`src/rtl/ram_ctrl.sv`:
```
// ram_ctrl: parametrised single-port data memory with a memio/ready handshake,
// programmable wait states, optional zero-fill after reset and out-of-range error flag.
module ram_ctrl #(
  parameter int unsigned DATA_W         = 8,
  parameter int unsigned ADDR_W         = 8,
  parameter int unsigned DEPTH          = 256,
  parameter int unsigned WAIT_STATES    = 0,
  parameter int unsigned CLEAR_ON_RESET = 1
) (
  input  logic              clk,
  input  logic              rst,
  input  logic              memio,
  input  logic              rw,
  input  logic [ADDR_W-1:0] addr,
  input  logic [DATA_W-1:0] data_in,
  output logic [DATA_W-1:0] data_out,
  output logic              ready,
  output logic              err,
  output logic              busy
);

  localparam int unsigned    PtrW     = (DEPTH > 1) ? $clog2(DEPTH) : 1;
  localparam logic [PtrW-1:0] PtrLast = PtrW'(DEPTH - 1);
  localparam logic [3:0]     WaitInit = 4'(WAIT_STATES);

  typedef enum logic [1:0] {StClear, StIdle, StWait, StDone} state_e;

  localparam state_e StReset = (CLEAR_ON_RESET != 0) ? StClear : StIdle;

  state_e              state_q, state_d;
  logic [PtrW-1:0]     ptr_q, ptr_d;
  logic [3:0]          cnt_q, cnt_d;
  logic [ADDR_W-1:0]   addr_q, addr_d;
  logic                rw_q, rw_d;
  logic [DATA_W-1:0]   wdata_q, wdata_d;
  logic [DATA_W-1:0]   dout_q, dout_d;
  logic [DATA_W-1:0]   mem_q [DEPTH];

  function automatic logic in_range(input logic [ADDR_W-1:0] a);
    return 32'(a) < DEPTH;
  endfunction

  // Next-state logic: clear sweep, request capture, wait countdown, completion.
  always_comb begin
    state_d = state_q;
    ptr_d   = ptr_q;
    cnt_d   = cnt_q;
    addr_d  = addr_q;
    rw_d    = rw_q;
    wdata_d = wdata_q;
    dout_d  = dout_q;
    unique case (state_q)
      StClear: begin
        ptr_d = ptr_q + 1'b1;
        if (ptr_q == PtrLast) begin
          ptr_d   = '0;
          state_d = StIdle;
        end
      end
      StIdle: begin
        if (memio) begin
          addr_d  = addr;
          rw_d    = rw;
          wdata_d = data_in;
          cnt_d   = WaitInit;
          state_d = (WAIT_STATES == 0) ? StDone : StWait;
        end
      end
      StWait: begin
        cnt_d = cnt_q - 4'd1;
        if (cnt_q <= 4'd1) begin
          state_d = StDone;
        end
      end
      StDone: begin
        state_d = StIdle;
      end
      default: begin
        state_d = StReset;
      end
    endcase
    // Read data is registered on the edge that enters DONE so it lines up with ready.
    if (state_d == StDone && state_q != StDone && rw_d) begin
      dout_d = in_range(addr_d) ? mem_q[addr_d[PtrW-1:0]] : '0;
    end
  end

  // Control and datapath registers with synchronous reset.
  always_ff @(posedge clk) begin
    if (rst) begin
      state_q <= StReset;
      ptr_q   <= '0;
      cnt_q   <= '0;
      addr_q  <= '0;
      rw_q    <= 1'b0;
      wdata_q <= '0;
      dout_q  <= '0;
    end else begin
      state_q <= state_d;
      ptr_q   <= ptr_d;
      cnt_q   <= cnt_d;
      addr_q  <= addr_d;
      rw_q    <= rw_d;
      wdata_q <= wdata_d;
      dout_q  <= dout_d;
    end
  end

  // Storage array: zero-fill during clear, commit in-range writes when DONE; reset aborts both.
  always_ff @(posedge clk) begin
    if (!rst) begin
      if (state_q == StClear) begin
        mem_q[ptr_q] <= '0;
      end else if (state_q == StDone && !rw_q && in_range(addr_q)) begin
        mem_q[addr_q[PtrW-1:0]] <= wdata_q;
      end
    end
  end

  // Status outputs decoded from the current state.
  always_comb begin
    ready    = (state_q == StDone);
    err      = (state_q == StDone) && !in_range(addr_q);
    busy     = (state_q != StIdle);
    data_out = dout_q;
  end

endmodule

```
`config.mk`:
```
export PLATFORM = sky130hd
export DESIGN_NAME = ram_ctrl
export DESIGN_NICKNAME = d
export VERILOG_FILES = /design/src/rtl/ram_ctrl.sv
export SDC_FILE = /design/constraint.sdc
export NUM_CORES = 2
export LEC_CHECK = 0
export ABC_CLOCK_PERIOD_IN_PS = 5890
export CAP_MARGIN = 20
export CORE_MARGIN = 5
export CORE_UTILIZATION = 57
export DETAILED_ROUTE_END_ITERATION = 12
export PLACE_DENSITY = 0.75
export SKIP_LAST_GASP = 1
export SYNTH_ARGS = -nofsm -noshare
export SYNTH_HDL_FRONTEND = slang
export SYNTH_SLANG_ARGS = --single-unit
```
`constraint.sdc`:
```
create_clock -name clk -period 5.89 [get_ports clk]
set_input_delay 1.178 -clock clk [delete_from_list [all_inputs] [get_ports clk]]
set_output_delay 1.178 -clock clk [all_outputs]
set_load 0.05 [all_outputs]
```
==> metrics.cfg <==
[worst_setup_path]
r2r_cells = 11
cp-start-kind = input port
arrival_ps = 5910
r2r_setup_slack_ps = 1050
crit_required_ps = 6600
r2r_end = data_out[2]
max_stage_delay_ps = 800
crit_end = data_out[2]
crit_fanout = 18
critPathKind = in -> reg
cp_common_cell = buf_4
slowest_stage = a2111oi_0
r2r_start = state_q[0]
crit_chain = clkdlybuf4s50_1, and3b_2, buf_4, mux2i_2, buf_4, nor2_2, buf_4, a2111oi_0, a211oi_1, buf_4, nor4_1, a2111oi_1
critPathCaptureType = flop
cp-startpoint = memio

[synth]
synth_edf_count = 2048
synth_area_leaders = edfxtp_1, nand2_1, nand3_1
synth_seq_cells = 2087
syn_area_um2 = 83200
syn_nets = 6004
yosysUniqueCellTypes = 70
seq_area_frac_synth_pct = 74.8
synthArstFlopShare_pct = 0
synth_top_area_share_pct = 73.9
synth_area_leader_cell = edfxtp_1
synthCells = 5981
syn_area_per_cell_um2 = 13.9
synth_warnings = 0
synth_common_cells = edfxtp_1, nand2_1, nand3_1
ys.flop_type = edfxtp_1
synth_most_common_cell = edfxtp_1

[floorplan]
ioPinCount = 31
chipHeight_um = 392
dieArea_um2 = 154000
die_x_um = 392
initial_core_util_pct = 57.2
rows = 140
core_area_um2 = 145000

[timing]
finalHoldViolCount = 0
rsz0062_at_grt = no
slew_headroom_pct = 19.8
finalCritPeriodShare_pct = 88.4
tightest_slew_ps = 1190
max_freq_ghz = 0.192
finalSetupViolCount = 0
whs_ps = 478
slew_viol_final = 0
min_period_ps = 5210
finClkSkew_ps = 46.4

[drt]
vias = 53369
vias_per_cell = 6.53
drc_errors = 0
wl_per_cell_um = 28.5
ant_nets = 0
dr.pass1.iters = 8
drt_first_iter_violations = 7874
drt_wl_total_um = 233000

[power_and_ir_drop]
power.switching_w = 0.00568
power.share.clock_pct = 43.2
power_density_nw_per_um2 = 307
p_int_w = 0.0228
vdd_drop_max_v = 0.000290
p_leak_nw = 27.8
comb_power_share_pct = 0.5
sw_frac_of_total_pct = 19.9
seq_power_share_pct = 56.3

[layout]
area_growth_syn_to_layout_pct = 11.5
drive_gt1_share_pct = 10.2
final_util_pct = 63.8
fin_nets = 6107
layout.cells.non_filler = 8173

[min_path]
min_from = wdata_q[5]
hold_class = reg -> reg

[clocking]
cts.repair.resized = 0
tritoncts = built
clk_pin_slew_ps = 60
clkSinkCount = 2087
cts_max_level = 4
clockBufferDepth = 3
ctsHoldBuffers = 0
cts_setup_buffers = 0
cts-root-buf = clkbuf_16
cts_buffers = 197
insertion_delay_ps = 860

[global_routing]
grt_overflow = 0
grt_first_pass_wirelength_um = 340000
grt_pass1_vias = 51129
grt_max_degree = 109
track_usage_pct = 30.2
grt_antenna_before_repair = 6

[placed_design]
gp_congestion = 0.947
portBuffers = 29
hpwl_um = 145000
placedCellCount = 7798

[job]
cap_viol_max_count = 0

[status]
status = completed

-- worst min-delay path by stage --
stage                  to  slack (ps)  cells past startpoint
2_1_floorplan  wdata_q[0]         430                      2
3_3_place_gp   wdata_q[1]         440                      2
3_5_place_dp   wdata_q[7]         450                      2
4_1_cts        wdata_q[7]         470                      2
5_1_grt        wdata_q[4]         490                      2
6_report       wdata_q[5]         480                      2
-- worst max-delay path: cells and delay by family --
kind | cells | cell delay, ps
AND/OR/NAND/NOR | 3 | 1170
multiplexers | 1 | 490
AO/OA/AOI/OAI | 3 | 1080
buffers and inverters | 5 | 1950
-- area by class of cell --
class / count / area, um^2
Antenna cell: 5 / 12.5
Tap cell: 1917 / 2400
Multi-Input combinational cell: 3505 / 19100
Sequential cell: 2087 / 62300
Fill cell: 10031 / 52600
Clock inverter: 113 / 1050
Clock buffer: 253 / 5180
Inverter: 9 / 33.8
Timing Repair Buffer: 284 / 2790
-- cell usage in the layout (no fill, tap or decap), types with 46 or more instances in the layout --
cell type	synthesis	routed
mux4_2	84	84
buf_12	3	46
clkbuf_16	0	197
nand3_1	673	673
a31oi_1	74	74
clkinv_1	0	53
edfxtp_1	2048	2048
nor2_1	314	311
clkbuf_1	149	52
nand4_1	48	48
mux2i_1	187	185
buf_4	34	204
a21oi_1	211	210
nand2_1	1475	1473
-- power by group through the flow --
| stage | sequential (W) | clock [W] | combinational, W |
|---|---|---|---|
| floorplan | 0.0164 | 0 | 0.0000500 |
| global placement | 0.0164 | 0 | 0.000134 |
| detailed placement | 0.0164 | 0 | 0.000136 |
| CTS | 0.0161 | 0.0123 | 0.000136 |
| global route | 0.0161 | 0.0130 | 0.000144 |
| finish | 0.0161 | 0.0123 | 0.000144 |
-- flip-flops by register name, summed over array words and instances (netlist names) --
register	count
mem_q	2048
addr_q	8
data_out	8
ptr_q	8
wdata_q	8
cnt_q	4
state_q	2
rw_q	1
-- cell families after synthesis --
logic type	Yosys count	share of synthesized area, %
AND/OR/NAND/NOR	2668	13.7
flip-flops	2087	74.8
AO/OA/AOI/OAI	550	4.33
buffers and inverters	389	2.40
multiplexers	278	4.63
XOR/XNOR	5	0.0526
adder cells (fa/ha/maj)	3	0.0451
other	1	0.00451
-- per-layer routing --
layer | wire, um | GRT usage (%) | part of all wire [%] | vias up
met3 | 32800 | 8.84 | 14 | 686
li1 | - | - | - | 22490
met5 | 40 | 0.191 | 0.017 | -
met1 | 82300 | 40.9 | 35 | 26192
met4 | 13100 | 14.9 | 5.6 | 6
met2 | 104000 | 45.2 | 45 | 3995
-- through the flow --
stage                     TNS, ps  setup slack, ps  power, W  instance area [um^2]
after CTS                       0              834    0.0286                 92800
final                           0              683    0.0285                 92800
after global routing            0              696    0.0292                 92800
after floorplan                 0             1370    0.0164                 83200
after global placement      -11.9            -11.9    0.0165                 86500
after detailed placement    -50.6            -47.9    0.0165                 86500
(Power assumes the default switching activity.)
